`src/rtl/time_edit_ctrl.sv`:
```
// -----------------------------------------------------------------------------
// time_edit_ctrl
//
// Sequences the hour-number display and the time-setting flow.
//   IDLE   : live RTC time (BCD hh/mm/ss) is registered onto the display bus.
//   LOAD   : one-cycle snapshot of the RTC time into the edit registers, with
//            illegal fields replaced by 00.
//   EDIT   : cursor steps across hh/mm/ss, up/down apply BCD edits with wrap.
//            A quiet period of TIMEOUT_CYCLES abandons the edit without writing.
//   COMMIT : wr_req held high with the edited time on the bus until wr_ack.
//
// Handshake: wr_req rises on entry to COMMIT and stays high, with hour_out1..3
// frozen, until a cycle in which wr_ack=1 is sampled; wr_req drops on the next
// edge. wr_ack is ignored in every other state.
//
// Ports
//   clk                        system clock
//   reset                      asynchronous, active-low
//   btn_prog/up/down/left/right single-cycle button pulses
//   rtc_hour/min/sec [7:0]     live BCD time {tens,units}
//   wr_ack                     RTC accepted the write (pulse)
//   hour_out1/2/3    [7:0]     BCD hh/mm/ss to the renderer
//   programar_on               high in EDIT and COMMIT
//   direccion_actual_pantalla  cursor field 0=hh,1=mm,2=ss, 4'hF = none
//   wr_req                     write request to the RTC
//   cursor_blink               cursor highlight gate
//   state_dbg        [1:0]     current FSM state (0 IDLE,1 LOAD,2 EDIT,3 COMMIT)
//
// Build option: define TIME_EDIT_BLINK_EN to make cursor_blink toggle every
// BLINK_DIV cycles while editing. Without it cursor_blink is constant 1.
// -----------------------------------------------------------------------------
`timescale 1ns/1ps

module time_edit_ctrl #(
    parameter int unsigned HOUR_MAX       = 23,
    parameter logic [31:0] TIMEOUT_CYCLES = 32'd500_000_000,
    parameter logic [31:0] BLINK_DIV      = 32'd25_000_000
) (
    input  logic       clk,
    input  logic       reset,
    input  logic       btn_prog,
    input  logic       btn_up,
    input  logic       btn_down,
    input  logic       btn_left,
    input  logic       btn_right,
    input  logic [7:0] rtc_hour,
    input  logic [7:0] rtc_min,
    input  logic [7:0] rtc_sec,
    input  logic       wr_ack,
    output logic [7:0] hour_out1,
    output logic [7:0] hour_out2,
    output logic [7:0] hour_out3,
    output logic       programar_on,
    output logic [3:0] direccion_actual_pantalla,
    output logic       wr_req,
    output logic       cursor_blink,
    output logic [1:0] state_dbg
);

    typedef enum logic [1:0] {
        S_IDLE   = 2'd0,
        S_LOAD   = 2'd1,
        S_EDIT   = 2'd2,
        S_COMMIT = 2'd3
    } state_t;

    localparam logic [7:0] HOUR_MAX_BCD = {4'(HOUR_MAX / 10), 4'(HOUR_MAX % 10)};
    localparam logic [7:0] MINSEC_MAX   = 8'h59;

    // Valid BCD values order the same way as their numeric values, so once
    // both nibbles are known to be digits a plain compare against max works.
    function automatic logic [7:0] bcd_sanitize(input logic [7:0] v, input logic [7:0] mx);
        logic [7:0] r;
        r = v;
        if ((v[7:4] > 4'd9) || (v[3:0] > 4'd9) || (v > mx)) r = 8'h00;
        return r;
    endfunction

    function automatic logic [7:0] bcd_inc(input logic [7:0] v, input logic [7:0] mx);
        logic [7:0] r;
        if (v == mx)                r = 8'h00;
        else if (v[3:0] == 4'd9)    r = {v[7:4] + 4'd1, 4'd0};
        else                        r = {v[7:4], v[3:0] + 4'd1};
        return r;
    endfunction

    function automatic logic [7:0] bcd_dec(input logic [7:0] v, input logic [7:0] mx);
        logic [7:0] r;
        if (v == 8'h00)             r = mx;
        else if (v[3:0] == 4'd0)    r = {v[7:4] - 4'd1, 4'd9};
        else                        r = {v[7:4], v[3:0] - 4'd1};
        return r;
    endfunction

    state_t          state_q, state_d;
    logic [2:0][7:0] edit_q, edit_d;        // [0]=hh, [1]=mm, [2]=ss
    logic [1:0]      cursor_q, cursor_d;
    logic [31:0]     tmo_q, tmo_d;
    logic [7:0]      field_max;
    logic            any_btn;

    logic [7:0]      hour_out1_q, hour_out1_d;
    logic [7:0]      hour_out2_q, hour_out2_d;
    logic [7:0]      hour_out3_q, hour_out3_d;
    logic            programar_on_q, programar_on_d;
    logic [3:0]      direccion_q, direccion_d;
    logic            wr_req_q, wr_req_d;

    // ---------------------------------------------------------------- state reg
    always_ff @(posedge clk or negedge reset) begin
        if (!reset) state_q <= S_IDLE;
        else        state_q <= state_d;
    end

    // ------------------------------------------------------ next-state / datapath
    always_comb begin
        state_d   = state_q;
        edit_d    = edit_q;
        cursor_d  = cursor_q;
        tmo_d     = tmo_q;
        any_btn   = btn_prog | btn_up | btn_down | btn_left | btn_right;
        field_max = (cursor_q == 2'd0) ? HOUR_MAX_BCD : MINSEC_MAX;

        case (state_q)
            S_IDLE: begin
                if (btn_prog) state_d = S_LOAD;
            end
            S_LOAD: begin
                edit_d[0] = bcd_sanitize(rtc_hour, HOUR_MAX_BCD);
                edit_d[1] = bcd_sanitize(rtc_min, MINSEC_MAX);
                edit_d[2] = bcd_sanitize(rtc_sec, MINSEC_MAX);
                cursor_d  = 2'd0;
                tmo_d     = '0;
                state_d   = S_EDIT;
            end
            S_EDIT: begin
                tmo_d = any_btn ? '0 : tmo_q + 32'd1;
                // One action per cycle; a button press always beats the timeout.
                if (btn_prog) begin
                    state_d = S_COMMIT;
                end else if (btn_right) begin
                    cursor_d = (cursor_q == 2'd2) ? 2'd0 : cursor_q + 2'd1;
                end else if (btn_left) begin
                    cursor_d = (cursor_q == 2'd0) ? 2'd2 : cursor_q - 2'd1;
                end else if (btn_up) begin
                    edit_d[cursor_q] = bcd_inc(edit_q[cursor_q], field_max);
                end else if (btn_down) begin
                    edit_d[cursor_q] = bcd_dec(edit_q[cursor_q], field_max);
                end else if (tmo_q == TIMEOUT_CYCLES - 32'd1) begin
                    state_d = S_IDLE;
                    tmo_d   = '0;
                end
            end
            S_COMMIT: begin
                if (wr_ack) state_d = S_IDLE;
            end
            default: state_d = S_IDLE;
        endcase
    end

    // ---------------------------------------------------------------- outputs
    // Registered outputs are computed from the next state so that they line up
    // with state_q after the edge.
    always_comb begin
        hour_out1_d    = rtc_hour;
        hour_out2_d    = rtc_min;
        hour_out3_d    = rtc_sec;
        programar_on_d = 1'b0;
        direccion_d    = 4'hF;
        wr_req_d       = 1'b0;
        case (state_d)
            S_EDIT, S_COMMIT: begin
                hour_out1_d    = edit_d[0];
                hour_out2_d    = edit_d[1];
                hour_out3_d    = edit_d[2];
                programar_on_d = 1'b1;
                direccion_d    = {2'b00, cursor_d};
                wr_req_d       = (state_d == S_COMMIT);
            end
            default: ;
        endcase
    end

    always_ff @(posedge clk or negedge reset) begin
        if (!reset) begin
            edit_q         <= '0;
            cursor_q       <= 2'd0;
            tmo_q          <= '0;
            hour_out1_q    <= 8'h00;
            hour_out2_q    <= 8'h00;
            hour_out3_q    <= 8'h00;
            programar_on_q <= 1'b0;
            direccion_q    <= 4'hF;
            wr_req_q       <= 1'b0;
        end else begin
            edit_q         <= edit_d;
            cursor_q       <= cursor_d;
            tmo_q          <= tmo_d;
            hour_out1_q    <= hour_out1_d;
            hour_out2_q    <= hour_out2_d;
            hour_out3_q    <= hour_out3_d;
            programar_on_q <= programar_on_d;
            direccion_q    <= direccion_d;
            wr_req_q       <= wr_req_d;
        end
    end

    assign hour_out1                 = hour_out1_q;
    assign hour_out2                 = hour_out2_q;
    assign hour_out3                 = hour_out3_q;
    assign programar_on              = programar_on_q;
    assign direccion_actual_pantalla = direccion_q;
    assign wr_req                    = wr_req_q;
    assign state_dbg                 = state_q;

    // ---------------------------------------------------------------- blink
`ifdef TIME_EDIT_BLINK_EN
    logic [31:0] blink_cnt_q, blink_cnt_d;
    logic        blink_q, blink_d;
    logic        edit_act;

    always_comb begin
        // Cursor moves and value edits restart the blink phase so the user
        // always sees the highlight right after acting.
        edit_act    = (state_q == S_EDIT) && !btn_prog &&
                      (btn_right | btn_left | btn_up | btn_down);
        blink_cnt_d = blink_cnt_q + 32'd1;
        blink_d     = blink_q;
        if ((state_q != S_EDIT) || (state_d != S_EDIT) || edit_act) begin
            blink_cnt_d = '0;
            blink_d     = 1'b1;
        end else if (blink_cnt_q == BLINK_DIV - 32'd1) begin
            blink_cnt_d = '0;
            blink_d     = ~blink_q;
        end
    end

    always_ff @(posedge clk or negedge reset) begin
        if (!reset) begin
            blink_cnt_q <= '0;
            blink_q     <= 1'b1;
        end else begin
            blink_cnt_q <= blink_cnt_d;
            blink_q     <= blink_d;
        end
    end

    assign cursor_blink = blink_q;
`else
    // BLINK_DIV has no effect in this build; it is referenced so both builds
    // share one parameter list. The expression is always 1.
    assign cursor_blink = 1'b1 | ~|BLINK_DIV;
`endif

endmodule

```
`config.mk`:
```
export PLATFORM = sky130hd
export DESIGN_NAME = time_edit_ctrl
export DESIGN_NICKNAME = d
export VERILOG_FILES = /design/src/rtl/time_edit_ctrl.sv
export SDC_FILE = /design/constraint.sdc
export NUM_CORES = 1
export LEC_CHECK = 0
export CAP_MARGIN = 30
export CORE_UTILIZATION = 35
export CTS_CLUSTER_SIZE = 14
export DETAILED_ROUTE_END_ITERATION = 8
export GPL_TIMING_DRIVEN = 0
export PLACE_DENSITY = 0.67
export SYNTH_ARGS = -nofsm -noshare
export SYNTH_HDL_FRONTEND = slang
export SYNTH_SLANG_ARGS = --single-unit
```
`constraint.sdc`:
```
create_clock -name clk -period 3.05 [get_ports clk]
set_input_delay 0.915 -clock clk [delete_from_list [all_inputs] [get_ports clk]]
set_output_delay 0.915 -clock clk [all_outputs]
set_load 0.03 [all_outputs]
```
==> flow_summary.toml <==
[sta]
final-hold-violation-count = 0
fin_crit_sh_pct = 97.5
worst_slack_ps = 74.9
tns_ps = 0
relSlewSlack_pct = 39.5
min_period_ps = 2980
setup_violations = 0
clock_skew_ps = 10.1
rsz0062_at_grt = "no"
max_freq_mhz = 336
tightest_slew_ps = 899
slew_viol_final = 0
fin_hold_ws_ps = 495

[power]
irDropWorstVdd_v = 0.000338
p_int_mw = 3.17
sw_frac_of_total_pct = 47.0
p_per_area_nw_per_um2 = 829
clock_power_share_pct = 18.1
combPwrFrac_pct = 55.5
p_leak_nw = 2.84
power_switching_mw = 2.81
seqPwrFrac_pct = 26.4

[critical_path]
endpoint_kind = "flop"
slowest_stage = "or4_4"
critPathKind = "flop to flop"
slowest_delay_ps = 570
r2r-start = "cursor_q[0]"
crit_arrival_ps = 3190
crit_fanout = 10
rr_endpoint = "edit_q[4]"
required_ps = 3270
path_common_cell = "buf_6"
cp-start-kind = "flop"
crit_chain = "buf_6 -> nor2b_1 -> buf_6 -> a21oi_4 -> inv_2 -> or4_4 -> a211o_4 -> and3_4 -> a311oi_4 -> o211ai_1"
reg2regPathDepth = 10
r2r_slack_ps = 70

[yosys]
ys_ff_latch = 89
syn_area_per_cell_sq_um = 8.67
synthArstFlopShare_pct = 100
syn_nets = 703
synth-seq-area-share_pct = 39.2
ys_warn_count = 0
syn-cell-area_sq_um = 5700
synth_cells = 657
ys.flop_type = "dfrtp_1"
synthDistinctLibCells = 74
synth_edf_count = 0

[floorplanning]
io_pins = 65
initial_core_util_pct = 35.9
die_x_um = 130
core_sq_um = 15900
fp.dieArea_sq_um = 16800
rows = 46
die_y_um = 130

[cells_and_area]
fillers = 1609
multi_input_area_sq_um = 3420
nets = 784
final_cell_mix = "dfrtp_1 (85), o21ai_0 (82), nand2_1 (67)"
syn2layout_area_growth_pct = 26.7
layout_commonest_cell = "dfrtp_1"
seqCellArea_sq_um = 2230
antenna_cells = 0
final_util_pct = 45.4
drive_above_1_share_pct = 13.1

[drt]
post_drt_wl_per_cell_um = 20.2
wl_mm = 19.4
antenna_left = 0
wl_met2_mm = 9.17
drt-met1-wl_mm = 8.02
highest_layer = "met4"
dr.pass1.iters = 5
drt_iter0_drc = 506
drc = 0
num_vias = 5667
wl_met3_mm = 1.32
via_per_inst = 5.91

[run_status]
status = "finished, final reports clean"

[worst_hold_path]
holdPathStages = 1
min_path_type = "flop to flop"
min_to = "tmo_q[31]"
min_from = "tmo_q[31]"

[clock_tree]
cts_tree = "yes"
clkTransAtPathRegs_ps = 70
cts_buffers = 9
clock_latency_ps = 360
clock_path_buffers = 2
cts_sinks = 89
root_buffer = "clkbuf_16"
htree_levels = 3

[placed_design]
dp_slack_ps = -1010
gp_congestion = 0.950
hpwlAfterDp_mm = 14.0
io_buffers = 63

[run]
maxCapViolations = 0

[global_routing]
antenna_found_initial = 0
track_usage_pct = 23.8
grt_pass1_wl_mm = 29.8
first_global_vias = 5270
grt_overflow = 0
grt_max_degree = 56
-- how the worst max path moves through the flow --
stage | from | endpoint | slack [ps] | cells after the start
2_1_floorplan | cursor_q[0] | hour_out2[6] | 80 | 11
3_3_place_gp | reset | tmo_q[24] | -2260 | 1
3_5_place_dp | btn_right | hour_out3[1] | -1010 | 10
4_1_cts | rtc_min[2] | hour_out2[3] | 20 | 7
5_1_grt | cursor_q[0] | hour_out2[6] | 9 | 11
6_report | cursor_q[0] | edit_q[4] | 70 | 10
-- logic make-up (layout without fill, tap and decap cells) --
kind of cell	count (synthesis)	after routing	synth area share, %
muxes	16	16	2.88
xor gates and xnor gates	12	12	1.84
buffers and inverters	57	143	4.17
other	1	1	0.0658
AOI/OAI and AO/OA	244	244	28.5
and+or+nand+nor	224	224	20.3
adders and majority gates	14	14	3.07
DFF	89	89	39.2
-- power groups by stage --
stage / clock network, mW / registers, mW / logic [mW]
after floorplan: 0 / 1.91 / 1.55
after global placement: 0 / 1.60 / 3.03
after detailed placement: 0 / 1.60 / 3.03
after CTS: 1.11 / 1.58 / 3.19
after global routing: 1.16 / 1.60 / 3.54
final: 1.08 / 1.58 / 3.32
-- cell usage after synthesis (all sizes together) (6+ instances only) --
cell     instances  area [sq um]
o21ai           87           435
dfrtp           86          2150
nand2           67           251
a21oi           35           186
nor2            35           131
clkbuf          27           101
nand3           27           135
and3            22           140
inv             21          78.8
o31ai           19           143
a31oi           15          93.8
ha              14           175
nand2b          14          87.6
o2bb2ai         14           135
mux2i           13           130
a22oi           12          90.1
and2            11          71.3
nor2b            9          56.3
o21a             9          67.6
buf              8          53.8
nand4            8          50.1
xor2             8          70.1
nor3             7          40.0
nor4             6          37.5
o211ai           6          45.0
-- per-layer routing --
metal | global-route usage (%) | up-vias
li1 | - | 2631
met1 | 30.3 | 2749
met2 | 38.1 | 236
met3 | 4.87 | 51
met4 | 12.3 | 0
met5 | 0 | -
-- metrics by stage --
stage | total power [mW] | instances | instance area [sq um]
CTS | 5.87 | 956 | 7040
global placement | 4.62 | 936 | 6600
floorplan | 3.46 | 657 | 5700
detailed placement | 4.63 | 937 | 6620
global route | 6.30 | 959 | 7220
finish | 5.98 | 959 | 7220
-- cell type report --
cell class                 instances  share of cell area [%]
multi-input combinational        511                    47.4
sequential                        89                    30.9
timing repair buffer              71                    9.81
tap                              216                    3.74
clock buffer                      12                    3.55
buffer                            34                    2.98
inverter                          22                    1.16
clock inverter                     4                   0.381
-- worst max-delay path: cells and delay by family, from the launching register on --
| family | cells | cell delay, ps |
|---|---|---|
| AND/OR/NAND/NOR | 3 | 910 |
| buffers and inverters | 3 | 420 |
| flip-flops | 1 | 400 |
| AO/OA/AOI/OAI | 4 | 1090 |
-- what timing repair did --
action                                  in CTS  in global routing
hold buffers                                 0                  0
setup buffers                                4                  3
endpoints found under the setup margin      83                 60
pin swaps                                    4                  3
gates resized for setup                     41                 41
cloned                                       0                  0
-- state kept, by name (all words and copies together) (netlist names) --
name and count:
edit_q 24, state_dbg 2, programar_on 1, hour_out2 8
cursor_q 2, direccion_actual_pantalla 3, wr_req 1, tmo_q 32
hour_out1 8, hour_out3 8
(Power assumes the default switching activity.)
